--- config.mk ---
export PLATFORM = sky130hd
export DESIGN_NAME = rf_shadow_monitor_flat
export DESIGN_NICKNAME = d
export VERILOG_FILES = /design/src/rtl/rf_shadow_monitor_if.sv /design/src/rtl/rf_shadow_monitor.sv /design/src/flat_wrapper.sv
export SDC_FILE = /design/constraint.sdc
export NUM_CORES = 2
export LEC_CHECK = 0
export CAP_MARGIN = 20
export CORE_MARGIN = 8
export CORE_UTILIZATION = 52
export DETAILED_ROUTE_END_ITERATION = 8
export MAX_ROUTING_LAYER = met4
export PLACE_DENSITY = 0.72
export SYNTH_ARGS = -nofsm -noshare
export SYNTH_HDL_FRONTEND = slang
export SYNTH_SLANG_ARGS = --single-unit
export TNS_END_PERCENT = 100
--- constraint.sdc ---
create_clock -name clock_i -period 6.45 [get_ports clock_i]
set_clock_uncertainty 0.05 [all_clocks]
set_input_delay 0.645 -clock clock_i [delete_from_list [all_inputs] [get_ports clock_i]]
set_output_delay 0.645 -clock clock_i [all_outputs]
set_load 0.01 [all_outputs]
--- src/rtl/rf_shadow_monitor_if.sv ---
// rf_shadow_monitor_if: bus between the regfile write port / debug consumer
// and the shadow monitor.
//   wr_en, wr_addr, wr_data : snooped regfile write port
//   rd_addr, rd_data        : shadow readback (rd_data registered, 1-cycle latency)
//   log_valid, log_addr,
//   log_data, log_cycle     : write-log FIFO head (first-word fall-through)
//   log_pop                 : dequeue the head entry
// modport master: the side driving writes/readback/pops.
// modport slave : the monitor itself.
interface rf_shadow_monitor_if #(
    parameter int unsigned DATA_W = 32,
    parameter int unsigned ADDR_W = 5,
    parameter int unsigned CYC_W  = 32
);
    logic              wr_en;
    logic [ADDR_W-1:0] wr_addr;
    logic [DATA_W-1:0] wr_data;
    logic [ADDR_W-1:0] rd_addr;
    logic [DATA_W-1:0] rd_data;
    logic              log_valid;
    logic [ADDR_W-1:0] log_addr;
    logic [DATA_W-1:0] log_data;
    logic [CYC_W-1:0]  log_cycle;
    logic              log_pop;

    modport master (
        output wr_en, wr_addr, wr_data, rd_addr, log_pop,
        input  rd_data, log_valid, log_addr, log_data, log_cycle
    );

    modport slave (
        input  wr_en, wr_addr, wr_data, rd_addr, log_pop,
        output rd_data, log_valid, log_addr, log_data, log_cycle
    );
endinterface

--- src/rtl/rf_shadow_monitor.sv ---
// rf_shadow_monitor: architectural shadow of the regfile with registered
// readback, nonzero mask, cycle-stamped write log FIFO and an
// IDLE/RUN/DONE run controller with heartbeat.
//
// Ports:
//   clock_i          single clock, rising edge
//   reset_i          synchronous, active-high reset
//   run_i            start request, sampled in IDLE
//   bus_io           rf_shadow_monitor_if.slave (write snoop, readback, log FIFO)
//   nonzero_mask_o   bit i set when shadow[i] != 0
//   log_count_o      FIFO occupancy
//   log_overflow_o   sticky, a log entry was dropped
//   cycle_count_o    RUN cycles elapsed (saturating)
//   heartbeat_o      single-cycle pulse every HEARTBEAT RUN cycles
//   state_o          IDLE=0, RUN=1, DONE=2
//   done_o           high in DONE
//   rstatus_seen_o   sticky r30-written flag (optional feature)
//   rstatus_value_o  last r30 write data (optional feature)
//
// Optional feature macro: RF_SHADOW_RSTATUS_EN enables r30 status capture;
// when undefined the rstatus outputs are tied to 0.
module rf_shadow_monitor #(
    parameter int unsigned DATA_W     = 32,
    parameter int unsigned NREG       = 32,
    parameter int unsigned ADDR_W     = 5,
    parameter int unsigned LOG_DEPTH  = 16,
    parameter int unsigned CYC_W      = 32,
    parameter int unsigned HEARTBEAT  = 100,
    parameter int unsigned MAX_CYCLES = 2000
) (
    input  logic                       clock_i,
    input  logic                       reset_i,
    input  logic                       run_i,
    rf_shadow_monitor_if.slave         bus_io,
    output logic [NREG-1:0]            nonzero_mask_o,
    output logic [$clog2(LOG_DEPTH):0] log_count_o,
    output logic                       log_overflow_o,
    output logic [CYC_W-1:0]           cycle_count_o,
    output logic                       heartbeat_o,
    output logic [1:0]                 state_o,
    output logic                       done_o,
    output logic                       rstatus_seen_o,
    output logic [DATA_W-1:0]          rstatus_value_o
);

    localparam int unsigned PtrW = $clog2(LOG_DEPTH);
    localparam int unsigned CntW = PtrW + 1;
    localparam int unsigned EntW = ADDR_W + DATA_W + CYC_W;

    typedef enum logic [1:0] {
        StIdle = 2'd0,
        StRun  = 2'd1,
        StDone = 2'd2
    } state_e;

    state_e            state_q;
    logic              done_q;
    logic [CYC_W-1:0]  cycle_q;
    logic              hb_q;
    logic              hb_fire;

    logic              accept;
    logic              pop_ok;
    logic              push_ok;
    logic              fifo_full;
    logic              fifo_empty;

    logic [DATA_W-1:0] shadow_q [NREG];
    logic [NREG-1:0]   mask_q;
    logic [DATA_W-1:0] rd_q;

    logic [EntW-1:0]   fifo_q [LOG_DEPTH];
    logic [PtrW-1:0]   wr_ptr_q;
    logic [PtrW-1:0]   rd_ptr_q;
    logic [CntW-1:0]   count_q;
    logic              ovf_q;

    // ------------------------------------------------------------------
    // Run controller
    // ------------------------------------------------------------------
    always_ff @(posedge clock_i) begin
        if (reset_i) begin
            state_q <= StIdle;
            done_q  <= 1'b0;
            cycle_q <= '0;
            hb_q    <= 1'b0;
        end else begin
            hb_q <= 1'b0;
            unique case (state_q)
                StIdle: begin
                    if (run_i) begin
                        state_q <= StRun;
                    end
                end
                StRun: begin
                    if (cycle_q != '1) begin
                        cycle_q <= cycle_q + CYC_W'(1);
                    end
                    hb_q <= hb_fire;
                    if (cycle_q == CYC_W'(MAX_CYCLES - 1)) begin
                        state_q <= StDone;
                        done_q  <= 1'b1;
                    end
                end
                StDone: begin
                    state_q <= StDone;
                end
                default: begin
                    state_q <= StIdle;
                end
            endcase
        end
    end

    // Heartbeat down-counter: zero on the first RUN cycle, so cycle 0 fires.
    if (HEARTBEAT != 0) begin : g_hb
        localparam int unsigned HbW = (HEARTBEAT > 1) ? $clog2(HEARTBEAT) : 1;
        logic [HbW-1:0] hb_cnt_q;

        assign hb_fire = (state_q == StRun) && (hb_cnt_q == '0);

        always_ff @(posedge clock_i) begin
            if (reset_i) begin
                hb_cnt_q <= '0;
            end else if (state_q == StRun) begin
                if (hb_cnt_q == '0) begin
                    hb_cnt_q <= HbW'(HEARTBEAT - 1);
                end else begin
                    hb_cnt_q <= hb_cnt_q - HbW'(1);
                end
            end
        end
    end else begin : g_no_hb
        assign hb_fire = 1'b0;
    end

    // ------------------------------------------------------------------
    // Shadow copy, mask and readback
    // ------------------------------------------------------------------
    assign accept = (state_q == StRun) && bus_io.wr_en && (bus_io.wr_addr != '0);

    always_ff @(posedge clock_i) begin
        if (reset_i) begin
            for (int i = 0; i < int'(NREG); i++) begin
                shadow_q[i] <= '0;
            end
            mask_q <= '0;
            rd_q   <= '0;
        end else begin
            if (accept) begin
                shadow_q[bus_io.wr_addr] <= bus_io.wr_data;
                mask_q[bus_io.wr_addr]   <= |bus_io.wr_data;
            end
            // Write-first: a same-cycle write to the read address bypasses.
            if (accept && (bus_io.wr_addr == bus_io.rd_addr)) begin
                rd_q <= bus_io.wr_data;
            end else begin
                rd_q <= shadow_q[bus_io.rd_addr];
            end
        end
    end

    // ------------------------------------------------------------------
    // Write-log FIFO
    // ------------------------------------------------------------------
    assign fifo_empty = (count_q == '0);
    assign fifo_full  = (count_q == CntW'(LOG_DEPTH));
    assign pop_ok     = bus_io.log_pop && !fifo_empty;
    // A pop in the same cycle frees the slot the push needs.
    assign push_ok    = accept && (!fifo_full || pop_ok);

    always_ff @(posedge clock_i) begin
        if (push_ok) begin
            fifo_q[wr_ptr_q] <= {bus_io.wr_addr, bus_io.wr_data, cycle_q};
        end
    end

    always_ff @(posedge clock_i) begin
        if (reset_i) begin
            wr_ptr_q <= '0;
            rd_ptr_q <= '0;
            count_q  <= '0;
            ovf_q    <= 1'b0;
        end else begin
            if (push_ok) begin
                wr_ptr_q <= wr_ptr_q + PtrW'(1);
            end
            if (pop_ok) begin
                rd_ptr_q <= rd_ptr_q + PtrW'(1);
            end
            unique case ({push_ok, pop_ok})
                2'b10:   count_q <= count_q + CntW'(1);
                2'b01:   count_q <= count_q - CntW'(1);
                default: count_q <= count_q;
            endcase
            if (accept && !push_ok) begin
                ovf_q <= 1'b1;
            end
        end
    end

    // ------------------------------------------------------------------
    // Optional r30 status capture
    // ------------------------------------------------------------------
`ifdef RF_SHADOW_RSTATUS_EN
    localparam logic [ADDR_W-1:0] RstatusAddr = ADDR_W'(30);
    logic              rs_seen_q;
    logic [DATA_W-1:0] rs_value_q;

    always_ff @(posedge clock_i) begin
        if (reset_i) begin
            rs_seen_q  <= 1'b0;
            rs_value_q <= '0;
        end else if (accept && (bus_io.wr_addr == RstatusAddr)) begin
            rs_seen_q  <= 1'b1;
            rs_value_q <= bus_io.wr_data;
        end
    end

    assign rstatus_seen_o  = rs_seen_q;
    assign rstatus_value_o = rs_value_q;
`else
    assign rstatus_seen_o  = 1'b0;
    assign rstatus_value_o = '0;
`endif

    // ------------------------------------------------------------------
    // Outputs
    // ------------------------------------------------------------------
    assign bus_io.rd_data   = rd_q;
    assign bus_io.log_valid = !fifo_empty;
    assign {bus_io.log_addr, bus_io.log_data, bus_io.log_cycle} =
        fifo_empty ? '0 : fifo_q[rd_ptr_q];

    assign nonzero_mask_o = mask_q;
    assign log_count_o    = count_q;
    assign log_overflow_o = ovf_q;
    assign cycle_count_o  = cycle_q;
    assign heartbeat_o    = hb_q;
    assign state_o        = state_q;
    assign done_o         = done_q;

endmodule
--- src/flat_wrapper.sv ---
// flat-port wrapper written by rule: the top's interface ports become plain ports
module rf_shadow_monitor_flat 
#(
    parameter int unsigned DATA_W     = 32,
    parameter int unsigned NREG       = 32,
    parameter int unsigned ADDR_W     = 5,
    parameter int unsigned LOG_DEPTH  = 16,
    parameter int unsigned CYC_W      = 32,
    parameter int unsigned HEARTBEAT  = 100,
    parameter int unsigned MAX_CYCLES = 2000
)
  (clock_i, reset_i, run_i, nonzero_mask_o, log_count_o, log_overflow_o, cycle_count_o, heartbeat_o, state_o, done_o, rstatus_seen_o, rstatus_value_o, bus_io_wr_en, bus_io_wr_addr, bus_io_wr_data, bus_io_rd_addr, bus_io_log_pop, bus_io_rd_data, bus_io_log_valid, bus_io_log_addr, bus_io_log_data, bus_io_log_cycle);
  rf_shadow_monitor_if #(.DATA_W(DATA_W), .ADDR_W(ADDR_W), .CYC_W(CYC_W)) bus_io_i ();
  input  logic clock_i;
  input  logic reset_i;
  input  logic run_i;
  output logic [NREG-1:0] nonzero_mask_o;
  output logic [$clog2(LOG_DEPTH):0] log_count_o;
  output logic log_overflow_o;
  output logic [CYC_W-1:0] cycle_count_o;
  output logic heartbeat_o;
  output logic [1:0] state_o;
  output logic done_o;
  output logic rstatus_seen_o;
  output logic [DATA_W-1:0] rstatus_value_o;
  input wire logic [$bits(bus_io_i.wr_en)-1:0] bus_io_wr_en;
  input wire logic [$bits(bus_io_i.wr_addr)-1:0] bus_io_wr_addr;
  input wire logic [$bits(bus_io_i.wr_data)-1:0] bus_io_wr_data;
  input wire logic [$bits(bus_io_i.rd_addr)-1:0] bus_io_rd_addr;
  input wire logic [$bits(bus_io_i.log_pop)-1:0] bus_io_log_pop;
  output wire logic [$bits(bus_io_i.rd_data)-1:0] bus_io_rd_data;
  output wire logic [$bits(bus_io_i.log_valid)-1:0] bus_io_log_valid;
  output wire logic [$bits(bus_io_i.log_addr)-1:0] bus_io_log_addr;
  output wire logic [$bits(bus_io_i.log_data)-1:0] bus_io_log_data;
  output wire logic [$bits(bus_io_i.log_cycle)-1:0] bus_io_log_cycle;
  assign bus_io_i.wr_en = bus_io_wr_en;
  assign bus_io_i.wr_addr = bus_io_wr_addr;
  assign bus_io_i.wr_data = bus_io_wr_data;
  assign bus_io_i.rd_addr = bus_io_rd_addr;
  assign bus_io_i.log_pop = bus_io_log_pop;
  assign bus_io_rd_data = bus_io_i.rd_data;
  assign bus_io_log_valid = bus_io_i.log_valid;
  assign bus_io_log_addr = bus_io_i.log_addr;
  assign bus_io_log_data = bus_io_i.log_data;
  assign bus_io_log_cycle = bus_io_i.log_cycle;
  rf_shadow_monitor #(.DATA_W(DATA_W), .NREG(NREG), .ADDR_W(ADDR_W), .LOG_DEPTH(LOG_DEPTH), .CYC_W(CYC_W), .HEARTBEAT(HEARTBEAT), .MAX_CYCLES(MAX_CYCLES)) u_core (.clock_i(clock_i), .reset_i(reset_i), .run_i(run_i), .bus_io(bus_io_i), .nonzero_mask_o(nonzero_mask_o), .log_count_o(log_count_o), .log_overflow_o(log_overflow_o), .cycle_count_o(cycle_count_o), .heartbeat_o(heartbeat_o), .state_o(state_o), .done_o(done_o), .rstatus_seen_o(rstatus_seen_o), .rstatus_value_o(rstatus_value_o));
endmodule
======== Yosys cells after proc, flatten, opt, wreduce, memory -nomap -nowiden ========
Memory sizes are Yosys's and may differ from the RTL's. A register that Yosys moved wholly into a read port is not among the register bits.
Cells that the tools add are included.
word-level totals
  register bits after elaboration ......... 89
  logic and storage cells ................. 73
  RAM bits ................................ 2128
  bits of input ports ..................... 47
  memories kept ........................... 2
  output and inout port bits .............. 209
cells by class
  order comparisons ....................... 2
  reductions and logical operators ........ 22
  bitwise logic cells ..................... 1
  add/subtract/negate cells ............... 6
  multiplexer cells ....................... 21
  equality and inequality tests ........... 9
memories
  name             words  bits a word  read ports  clocked after Yosys merged registers in  write ports  RTL line                 text
  u_core.fifo_q    16     69           1           1                                        1            rf_shadow_monitor.sv:72  logic [EntW-1:0] fifo_q [LOG_DEPTH];
  u_core.shadow_q  32     32           1           1                                        32           rf_shadow_monitor.sv:68  logic [DATA_W-1:0] shadow_q [NREG];
operators with widths
  cell                                                               count
  2-to-1 mux 69 bit                                                  1
  OR reduction 32 bit                                                2
  adder 32 x 1 -> 32 bit, second input constant                      1
  bitwise mux 32 bit                                                 1
  == test 32 x 11 -> 1 bit, second input constant                    1
  2-to-1 mux 32 bit                                                  1
  != test 32 bit, second input constant                              1
  case mux 5 bit (2 select lines)                                    1
  2-to-1 mux 1 bit                                                   9
  adder 4 x 1 -> 4 bit, second input constant                        2
  2-to-1 mux 4 bit                                                   2
  logical AND 1 bit                                                  7
  logical NOT 7 bit                                                  1
  2-to-1 mux 7 bit                                                   1
  subtractor 7 x 1 -> 7 bit, second input constant                   1
  less-than comparator 5 x 6 -> 1 bit, second input constant         1
  case mux 2 bit (3 select lines)                                    1
  AND reduction 2 bit                                                3
  adder 5 x 1 -> 5 bit, second input constant                        1
  demux 1 bit (select 5 bit)                                         1
  == test 5 bit, second input constant                               1
  greater-or-equal comparator 5 x 1 -> 1 bit, second input constant  1
  logical NOT 5 bit                                                  1
  2-to-1 mux 5 bit                                                   1
  13 further kinds                                                   18

======== Depth between registers and ports, before layout ========
  depth after elaboration ................. 8
  gate-level depth with buffers ........... 12

======== Worst setup path before layout ========
No wires, ideal clock.
  path kind ............................... input-to-reg
  start ................................... in bus_io_wr_addr[4]
  end ..................................... mem u_core.fifo_q[3][0] (netlist bit) (enable)
  library setup time ...................... 581 ps
  setup slack ............................. -581 ps
  cell stages on the path ................. 6
  arrival time ............................ 6400 ps
  path buffers ............................ 1
  data required time ...................... 5819 ps
  cells stage by stage .................... buf_2 -> nor3_1 -> a21o_1 -> nor2_1 -> nand2_1 -> nor3_1
between the ends
  word-level cells in the longest chain between the ends .. 5
RTL lines
  element                                 RTL line                  text
  start, declared                         flat_wrapper.sv:27        input wire logic [$bits(bus_io_i.wr_addr)-1:0] bus_io_wr_addr;
  nonzero test 5 bit                      rf_shadow_monitor.sv:140  assign accept = (state_q == StRun) && bus_io.wr_en && (bus_io.wr_addr != '0);
  logical AND 1 bit                       rf_shadow_monitor.sv:140
  logical AND 1 bit                       rf_shadow_monitor.sv:170  assign push_ok = accept && (!fifo_full || pop_ok);
  2-to-1 mux 1 bit                        rf_shadow_monitor.sv:173  if (push_ok) begin
  2-to-1 mux 1 bit (implied by the code)  rf_shadow_monitor.sv:174  fifo_q[wr_ptr_q] <= {bus_io.wr_addr, bus_io.wr_data, cycle_q};
  end, declared                           rf_shadow_monitor.sv:72
No other way between the ends.

==> results.tsv <==
metric	value	unit
status	completed	
worstMarginPinSlew	1.16	ns
drtAntennaViolNets	0	
first_iter_violations	6850	
drc	0	
vias	51539	
post_cts_buffers	0	
hp-class	in2reg	
layout_commonest_cell	edfxtp_1	
p_leak	0.0366	uW
synthAdderAreaFrac	0.00181	
grt_usage	0.256	
core_area	180000	um^2
areaGrowthSynthToFinish	13.3	%
cp-start-kind	register	
power-per-cell-area	315	nW/um^2
avgSynthCellArea	17.3	um^2
drv_slew	0	
wl_per_cell	30.1	um
synth-compound-area-share	0.0300	
dr.pass1.iters	6	
worstPathArrival	4.29	ns
synthCells	5437	
synthMuxAreaShare	0.141	
dp_hpwl	142000	um
timing.fmax	0.201	GHz
clock_sinks	2253	
pwr-share-clk	0.389	
critPathMaxFanout	40	
nNetsFinal	5680	
period_share	0.773	
cts_max_level	4	
holdBufCountCts	0	
ctsResizeCount	0	
io_buffers	222	
path_class	reg2out	
rows	156	
grt_max_degree	89	
dieArea	195000	um^2
cts_tree	yes	
place_congestion	0.880	
antenna_found_initial	11	
synth_area_leaders	edfxtp_1 68%, mux4_2 12%, and2_1 5.8%	
synth_top_family_by_area	multiplexers	
synth_edf_count	2128	
grt_overflow	0	
fin_hold_ws	0.224	ns
netSwitchingPower	8060	uW
grt_pass1_vias	51740	
worstSkewPairLatency	0.87	ns
layout-drive-gt1-share	0.193	
ys_types	69	
total_power	33600	uW
pwr-share-comb	0.121	
finalNonFillerCells	8184	
vdd_drop_max	287	uV
p_int	25500	uW
synth_largest_area_cell	edfxtp_1	
cts-root-buf	clkbuf_16	
hold_viol	0	
rsz0062_at_grt	false	
ys_warn_count	0	
grt_pass1_wl	357000	um
initial_core_util	0.522	
period_needed	4.99	ns
critical_path_required	5.75	ns
die_w	441	um
yosys.area_share.xor_xnor	0.00354	
synth_area	94100	um^2
die_y	441	um
drv_cap	0	
seqPwrFrac	0.490	
setup_viol	0	
seq_area_frac_synth	0.706	
synth-simple-area-share	0.0918	
synth_top_area_share	0.679	
clk_pin_slew	0.06	ns
ys_ff_latch	2253	
slew_headroom	0.226	
ios	256	
cts_inserted_buffers	219	
vias_per_cell	6.30	
routed_wl	246000	um
p_sw_frac	0.240	
synthArstFlopShare	0	
synth_ff_type	edfxtp_1	
setup_tns	0	ns
critPathCaptureType	output port	
placed_cells	7767	
mostFrequentLayoutCells	2128 x edfxtp_1, 874 x and2_1, 487 x mux4_2	
clockBufferDepth	3	
per-stage QoR:
stage / cell area, um^2 / setup slack, ns / utilization
finish: 107000 / 1.46 / 0.591
global route: 107000 / 1.16 / 0.591
CTS: 107000 / 1.29 / 0.591
detailed placement: 99100 / 1.39 / 0.549
global placement: 98900 / 1.42 / 0.549
floorplan: 94300 / -0.541 / -
critical path, stage by stage (launching register included):
cell             delay [ns]
dfxtp_4                0.91
buf_4                  0.67
mux4_2                 0.60
mux4_2                 0.49
and2_1                 0.17
clkdlybuf4s50_1        0.49
Yosys cell counts (26+ instances only):
cell type	instances
xnor2_1	26
a22oi_1	29
clkbuf_1	352
buf_2	43
a221o_1	39
nand2_1	141
a21oi_1	49
mux2i_1	231
o21ai_0	66
and2_1	875
buf_4	62
nor2_1	130
and3_1	195
mux4_2	487
edfxtp_1	2128
nor4_1	26
nor3_1	31
inv_1	58
dfxtp_1	125
a221oi_1	75
metal layers:
layer	global-route usage	vias to the layer above	wire length, um
li1	-	21410	-
met1	0.332	26811	92800
met3	0.0447	459	22100
met5	-	-	0
met2	0.412	2859	122000
met4	0.0914	0	9280
final cells by class:
| type | count | area [um^2] |
|---|---|---|
| sequential | 2253 | 66400 |
| fill | 13008 | 73800 |
| clock buffer | 274 | 5910 |
| inverter | 59 | 221 |
| multi-input combinational | 2705 | 25900 |
| timing repair buffer | 382 | 3660 |
| antenna | 3 | 7.51 |
| clock inverter | 138 | 1540 |
| tap | 2370 | 2970 |
logic make-up (layout without fill, tap and decap cells):
family	Yosys count	count (layout)
adder cells (fa/ha/maj)	13	13
AND/OR/NAND/NOR	1491	1491
multiplexers	718	718
flip-flops	2253	2253
buffers and inverters	543	853
XOR/XNOR	38	38
AO/OA/AOI/OAI	380	380
other	1	68
power by group through the flow:
stage | clock network (uW) | logic (uW) | registers, uW
after floorplan | 0 | 2410 | 16700
after global placement | 0 | 4040 | 16800
after detailed placement | 0 | 4100 | 16800
after CTS | 13200 | 4120 | 16500
after global routing | 13700 | 4300 | 16500
final | 13100 | 4070 | 16500
flip-flops by register name, indices dropped and copies added (netlist names), named ones only:
| register | cells |
|---|---|
| u_core.log_count_o | 5 |
| u_core.bus_io.rd_data | 32 |
| u_core.cycle_count_o | 32 |
| u_core.fifo_q | 1104 |
| u_core.wr_ptr_q | 4 |
| u_core.log_overflow_o | 1 |
| u_core.nonzero_mask_o | 32 |
| u_core.heartbeat_o | 1 |
| u_core.state_o | 2 |
| u_core.rd_ptr_q | 4 |
| u_core.g_hb.hb_cnt_q | 7 |
| u_core.done_o | 1 |
| u_core.shadow_q | 1024 |
final timing paths:
kind	startpoint	to	slack [ns]	cells past startpoint
max reg2reg	u_core.state_o[0]	u_core.fifo_q[12][5]	2.64	8
min reg2reg	u_core.nonzero_mask_o[17]	u_core.nonzero_mask_o[17]	0.42	2
min	bus_io_wr_data[17]	u_core.shadow_q[26][17]	0.22	2
max	register	bus_io_log_cycle[0]	1.46	5
Note: power is estimated with default switching activity, not from simulation.
